--- src/rtl/ir_ac_scheduler.sv ---
// ir_ac_scheduler: arbitrates AC key requests, updates the held settings and
// sequences repeated IR frames (with inter-frame gaps) through the transmitter.
module ir_ac_scheduler #(
  parameter int CLK_HZ     = 100_000_000,
  parameter int REPEAT_N   = 2,
  parameter int GAP_CYCLES = 4_000_000,
  parameter int TX_TIMEOUT = 25_000_000
) (
  input  logic        clk,
  input  logic        rst,
  input  logic [3:0]  req,
  input  logic        tx_ready,
  input  logic        tx_done,
  output logic        tx_start,
  output logic [34:0] data35,
  output logic [31:0] data32,
  output logic        power,
  output logic [4:0]  temp,
  output logic [1:0]  mode,
  output logic        busy,
  output logic        frame_sent,
  output logic        err
);

  localparam int MAX_CNT = (GAP_CYCLES > TX_TIMEOUT) ? GAP_CYCLES : TX_TIMEOUT;
  // CLK_HZ only documents the cycle figures; a non-positive value widens nothing useful.
  localparam int CW = $clog2(MAX_CNT + 1) + ((CLK_HZ > 0) ? 0 : 1);
  localparam logic [CW-1:0] GAP_LAST = CW'(GAP_CYCLES - 1);
  localparam logic [CW-1:0] TO_LAST  = CW'(TX_TIMEOUT - 1);
  localparam logic [2:0]    REP_INIT = 3'(REPEAT_N);

  typedef enum logic [2:0] {
    S_IDLE,
    S_APPLY,
    S_LOAD,
    S_START,
    S_WAIT,
    S_GAP
  } state_t;

  state_t          r_state;
  logic [3:0]      r_pending;
  logic [1:0]      r_cmd;
  logic            r_power;
  logic [4:0]      r_temp;
  logic [1:0]      r_mode;
  logic [34:0]     r_data35;
  logic [31:0]     r_data32;
  logic [2:0]      r_rep;
  logic [CW-1:0]   r_cnt;
  logic            r_frame_sent;
  logic            r_err;

  logic            w_any;
  logic [1:0]      w_idx;
  logic [3:0]      w_clear;
  logic [3:0]      w_csum;

  assign w_any = |r_pending;

  always_comb begin
    w_idx = 2'd0;
    if (r_pending[0])      w_idx = 2'd0;
    else if (r_pending[1]) w_idx = 2'd1;
    else if (r_pending[2]) w_idx = 2'd2;
    else if (r_pending[3]) w_idx = 2'd3;
  end

  assign w_clear = (r_state == S_IDLE && w_any) ? (4'b0001 << w_idx) : 4'b0000;

  // temp stays within 16..30, so temp-16 is simply its low nibble
  assign w_csum = {r_power, 1'b0, r_mode} + r_temp[3:0] + 4'd10;

  // New requests are ORed in after the clear so a same-cycle set wins
  always_ff @(posedge clk or posedge rst) begin
    if (rst) r_pending <= 4'b0000;
    else     r_pending <= (r_pending & ~w_clear) | req;
  end

  always_ff @(posedge clk or posedge rst) begin
    if (rst) begin
      r_state      <= S_IDLE;
      r_cmd        <= 2'd0;
      r_power      <= 1'b0;
      r_temp       <= 5'd26;
      r_mode       <= 2'd1;
      r_data35     <= '0;
      r_data32     <= '0;
      r_rep        <= 3'd0;
      r_cnt        <= '0;
      r_frame_sent <= 1'b0;
      r_err        <= 1'b0;
    end else begin
      r_frame_sent <= 1'b0;
      r_err        <= 1'b0;
      unique case (r_state)
        S_IDLE: begin
          if (w_any) begin
            r_cmd   <= w_idx;
            r_state <= S_APPLY;
          end
        end
        S_APPLY: begin
          r_state <= S_IDLE;
          unique case (r_cmd)
            2'd0: begin
              r_power <= ~r_power;
              r_state <= S_LOAD;
            end
            2'd1: if (r_power && r_temp != 5'd30) begin
              r_temp  <= r_temp + 5'd1;
              r_state <= S_LOAD;
            end
            2'd2: if (r_power && r_temp != 5'd16) begin
              r_temp  <= r_temp - 5'd1;
              r_state <= S_LOAD;
            end
            2'd3: if (r_power) begin
              r_mode  <= r_mode + 2'd1;
              r_state <= S_LOAD;
            end
          endcase
        end
        S_LOAD: begin
          r_data35 <= {23'h140250, r_temp[3:0], 4'h0, r_power, 1'b0, r_mode};
          r_data32 <= {w_csum, 28'h0};
          r_rep    <= REP_INIT;
          r_state  <= S_START;
        end
        S_START: begin
          if (tx_ready) begin
            r_cnt   <= '0;
            r_state <= S_WAIT;
          end
        end
        S_WAIT: begin
          if (tx_done) begin
            r_rep        <= r_rep - 3'd1;
            r_frame_sent <= (r_rep == 3'd1);
            r_cnt        <= '0;
            r_state      <= S_GAP;
          end else if (r_cnt == TO_LAST) begin
            // Abandon the remaining repeats but still honour the gap
            r_err   <= 1'b1;
            r_rep   <= 3'd0;
            r_cnt   <= '0;
            r_state <= S_GAP;
          end else begin
            r_cnt <= r_cnt + CW'(1);
          end
        end
        S_GAP: begin
          if (r_cnt == GAP_LAST) begin
            r_cnt   <= '0;
            r_state <= (r_rep != 3'd0) ? S_START : S_IDLE;
          end else begin
            r_cnt <= r_cnt + CW'(1);
          end
        end
        default: r_state <= S_IDLE;
      endcase
    end
  end

  assign tx_start   = (r_state == S_START) && tx_ready;
  assign data35     = r_data35;
  assign data32     = r_data32;
  assign power      = r_power;
  assign temp       = r_temp;
  assign mode       = r_mode;
  assign busy       = (r_state != S_IDLE) || w_any;
  assign frame_sent = r_frame_sent;
  assign err        = r_err;

endmodule
--- config.mk ---
export PLATFORM = sky130hd
export DESIGN_NAME = ir_ac_scheduler
export DESIGN_NICKNAME = d
export VERILOG_FILES = /design/src/rtl/ir_ac_scheduler.sv
export SDC_FILE = /design/constraint.sdc
export NUM_CORES = 1
export LEC_CHECK = 0
export ABC_CLOCK_PERIOD_IN_PS = 2500
export BUFFER_PORTS_ARGS = -buffer_cell sky130_fd_sc_hd__buf_2
export CAP_MARGIN = 0
export CORE_AREA = 2 2 103 105
export DETAILED_ROUTE_END_ITERATION = 6
export DIE_AREA = 0 0 105 107
export PLACE_DENSITY = 0.6
export SYNTH_ARGS = -nofsm -noshare
export SYNTH_HDL_FRONTEND = slang
export SYNTH_SLANG_ARGS = --single-unit
--- constraint.sdc ---
create_clock -name clk -period 2.5 [get_ports clk]
set_clock_uncertainty 0.2 [all_clocks]
set_input_delay 0.5 -clock clk [delete_from_list [all_inputs] [get_ports clk]]
set_output_delay 0.5 -clock clk [all_outputs]
set_load 0.01 [all_outputs]
==> implementation parameters <==
Parameter                              Value

Run status
  Run status    complete, but fails checks
  Violations in the final reports    negative hold slack

Global route
  Number of global-route vias before repair    roughly 2700
  Maximum number of pins on one net before global-route repair    60
  Number of antenna violations at the first check in global routing    0
  Global-route wire length before repair    about 13 mm
  Gr usage total    between 10 and 15%
  Remaining Overflow, GRT    0

Pwr
  Maximum vdd drop    roughly 700 uV
  Pwr per Cell Area    about 1000 nW/um2
  Leakage power summed over all cells    ~0.0019 uW

Floorplanning
  Chip height    about 110 um
  Number of rows created at floorplan    37
  Area of the core    10090 um2
  Die area    approximately 11000 um2
  Number of top-level design ports    a little under 90
  Die width    105 um
  Starting Density    a little under two fifths

Yosys
  Dominant cell type by area after synthesis    dfrtp_1
  Number of distinct standard cells referenced by the synthesized netlist    55
  Fraction of synthesis flops using an asynchronous set or reset pin    100.0%
  Yosys warning total    0
  Top cells by area in the synthesized netlist    dfrtp_1 36%, buf_4 11%, ha_1 5.0%
  Post-synthesis instance total    394
  Post-synth top flop    dfrtp_1
  Avg Synthesized Cell Area    between 9 and 10 um2
  Synthesized flop and latch total    59
  Register area share after synthesis    39.27%
  Yosys top cell area share    between 30% and 40%
  Post-synthesis instance area    ~3800 um2
  EDFF count, synth    0

Finish
  Leading cell type in the layout, fill and taps excluded    dfrtp_1
  Antenna diode count    0
  Layout Nets    between 400 and 500
  Post-synthesis to final-layout area growth    12.64%
  Top library cells by usage in the layout, fill and taps aside    55 x dfrtp_1, 51 x conb_1, 34 x buf_2
  Fraction of final layout cells with drive strength greater than 1    23.49%

CTS
  Maximum root-to-sink buffer count    2
  Clock insertion delay at the later pin of the skew report    ~0.35 ns
  Buffer cell driving the clock tree root    clkbuf_8
  TritonCTS Buffers    9
  Clock tree sinks    59
  Clock Pin Slew Worst Setup and Hold Paths    0.07 ns
  Hold-fix buffers, CTS    0
  Clock tree from TritonCTS    built
  Number of levels in the clock H-tree    3

Setup path
  Count of buffering cells on the critical path with inverters included    1
  Slowest CP cell    or3_4
  CP delay by family, top    simple AND/OR/NAND/NOR gates
  Data required time at the worst endpoint    1.80 ns
  Cell repeated most along the worst path    or3_4
  Setup slack of the worst register-to-register path    around 0.12 ns
  Crit Path Max Fanout    3
  Critical path's largest stage delay    0.40 ns
  R2r startpoint    r_cnt[23]
  End point of the critical path    busy
  Worst setup path class    register to primary output
  Critical path cell sequence    or3_4, nand2b_4, or3_4, buf_6
  Total number of cells along the worst setup path    4
  Arrival time of data at the critical path endpoint    between 1.5 and 2 ns
  Length in cells of the worst reg-to-reg path    6
  Critical R2R Capture    r_cnt[9]
  Timing startpoint of the critical path    r_state[0]
  Type of origin of the critical path    register
  Critical Path Sink Type    primary output

STA
  Fmax    approximately 0.41 GHz
  Final-report max-slew violation count    0
  Max-Slew Margin vs Limit    between 60% and 70%
  Final clock period utilization by the worst path    roughly 98%
  Setup-failing EPs final    0
  PnR worst setup slack    between 0.04 and 0.05 ns
  Setup TNS    0 ns
  Number of endpoints with negative hold slack in the final report    2
  Final critical path time including I/O delays and setup    2.452 ns
  Worst-Margin Slew    about 0.52 ns
  Worst hold-check slack    -0.002754 ns

Detailed routing
  Count of antenna-violating nets left after detailed routing    0
  Total routed wirelength    between 7 and 8 mm
  Routed wirelength normalized by instance count    13.07 um
  Total number of vias    2819
  Remaining DRCs    0
  Via/cell ratio    approximately 4.8
  DRC marker count from the first detailed-route iteration    approximately 150
  First-pass iteration count of the detailed router    4

Placed design
  Pre-CTS setup slack    slightly above 0.07 ns
  Global placement routability congestion    0.8128
  Input/output buffers    35
  HPWL after detailed placement    approximately 5.4 mm

Job
  Max-cap viol count    0

Hold path
  Type of the most critical hold path    input pin to asynchronous set/reset pin
[state kept, by name, summed over array words and instances (netlist names)]
register    flops
r_cnt          25
frame_sent      1
mode            2
err             1
temp            5
power           1
r_state         3
r_cmd           2
data35          8
r_rep           3
r_pending       4
data32          4
[kinds of logic after synthesis]
kind of cell    after synthesis  synth area share (%)
compound gates               74                 13.86
xor+xnor                     10                 2.322
other cells                   1               0.09941
simple gates                128                 18.64
buf+inv                      92                 15.92
fa+ha+maj                    17                 6.037
mux                          13                 3.847
flops                        59                 39.27
[cells in the mapped netlist (3+ instances only)]
master     n
a21o_1     3
a21oi_1    8
a22o_1     4
a31oi_1   13
a41oi_1    3
and2_1     8
and3_1     5
buf_4     56
buf_6      6
clkbuf_1   8
dfrtp_1   55
dfstp_2    4
ha_1      15
inv_1     21
mux2_2    12
nand2_1   29
nand2b_1   8
nand3_1   23
nand4_1    9
nor2_1    15
nor2b_1    3
nor3_1     5
nor3b_1    3
o211ai_1   4
o21a_1     4
o21ai_0    9
o22ai_1    8
o31ai_1    5
or3_1      4
xnor2_1    9
[metal layers]
layer | track usage (%) | share of wire (%) | wire, um
met5 | 0 | 0 | 0
met4 | 6.381 | 1.8 | 139
met3 | 2.918 | 3.7 | 282
met2 | 22.31 | 46 | 3527
met1 | 19.22 | 48 | 3670
[worst reg2reg max path: stages, from the launching register on]
cell and delay, ns:
dfrtp_1 0.42, nor4b_2 0.29, nand4_1 0.20, o41a_1 0.50
buf_12 0.18, and2_4 0.20, a221o_1 0.29
[area by class of cell]
cell class	count	area, um2
tap	136	170.2
clock buffer	12	155.1
sequential	59	1481
timing repair buffer	58	391.6
clock inverter	4	73.82
fill	1040	5843
inverter	21	78.83
multi-input combinational	293	1898
[report_power, final]
group / total (uW) / internal [uW] / switching (uW)
Sequential: 1480 / 1230 / 246
Clock: 1010 / 616 / 395
Combinational: 1890 / 907 / 983
[repair_timing]
action	4_1_cts	5_1_grt
gates resized for setup	2	3
buffers inserted	3	1
setup endpoints to repair	1	9
pin swaps	1	2
[worst min path at each step]
stage	from	to	slack, ns	cells after the start
CTS	rst	data35[0]	0.009	3
finish	rst	data35[16]	-0.003	3
floorplan	r_rep[2]	frame_sent	0.25	1
detailed placement	data35[0]	data35[0]	0.29	1
global placement	r_rep[2]	frame_sent	0.28	1
global route	rst	data35[16]	0.03	3
[per-stage QoR]
step | instance area (um2) | total power [uW] | cells | util, % | hold slack (ns)
6_report | 4249 | 4381 | 583 | 42.10 | -0.002754
5_1_grt | 4249 | 4717 | 583 | 42.10 | 0.02781
4_1_cts | 4228 | 4409 | 582 | 41.89 | 0.009007
3_5_place_dp | 3964 | 3339 | 563 | 39.28 | 0.2913
3_3_place_gp | 3964 | 3277 | 563 | 39.28 | 0.2756
2_1_floorplan | 3960 | 2852 | 444 | - | 0.2518
(Power assumes the default switching activity.)
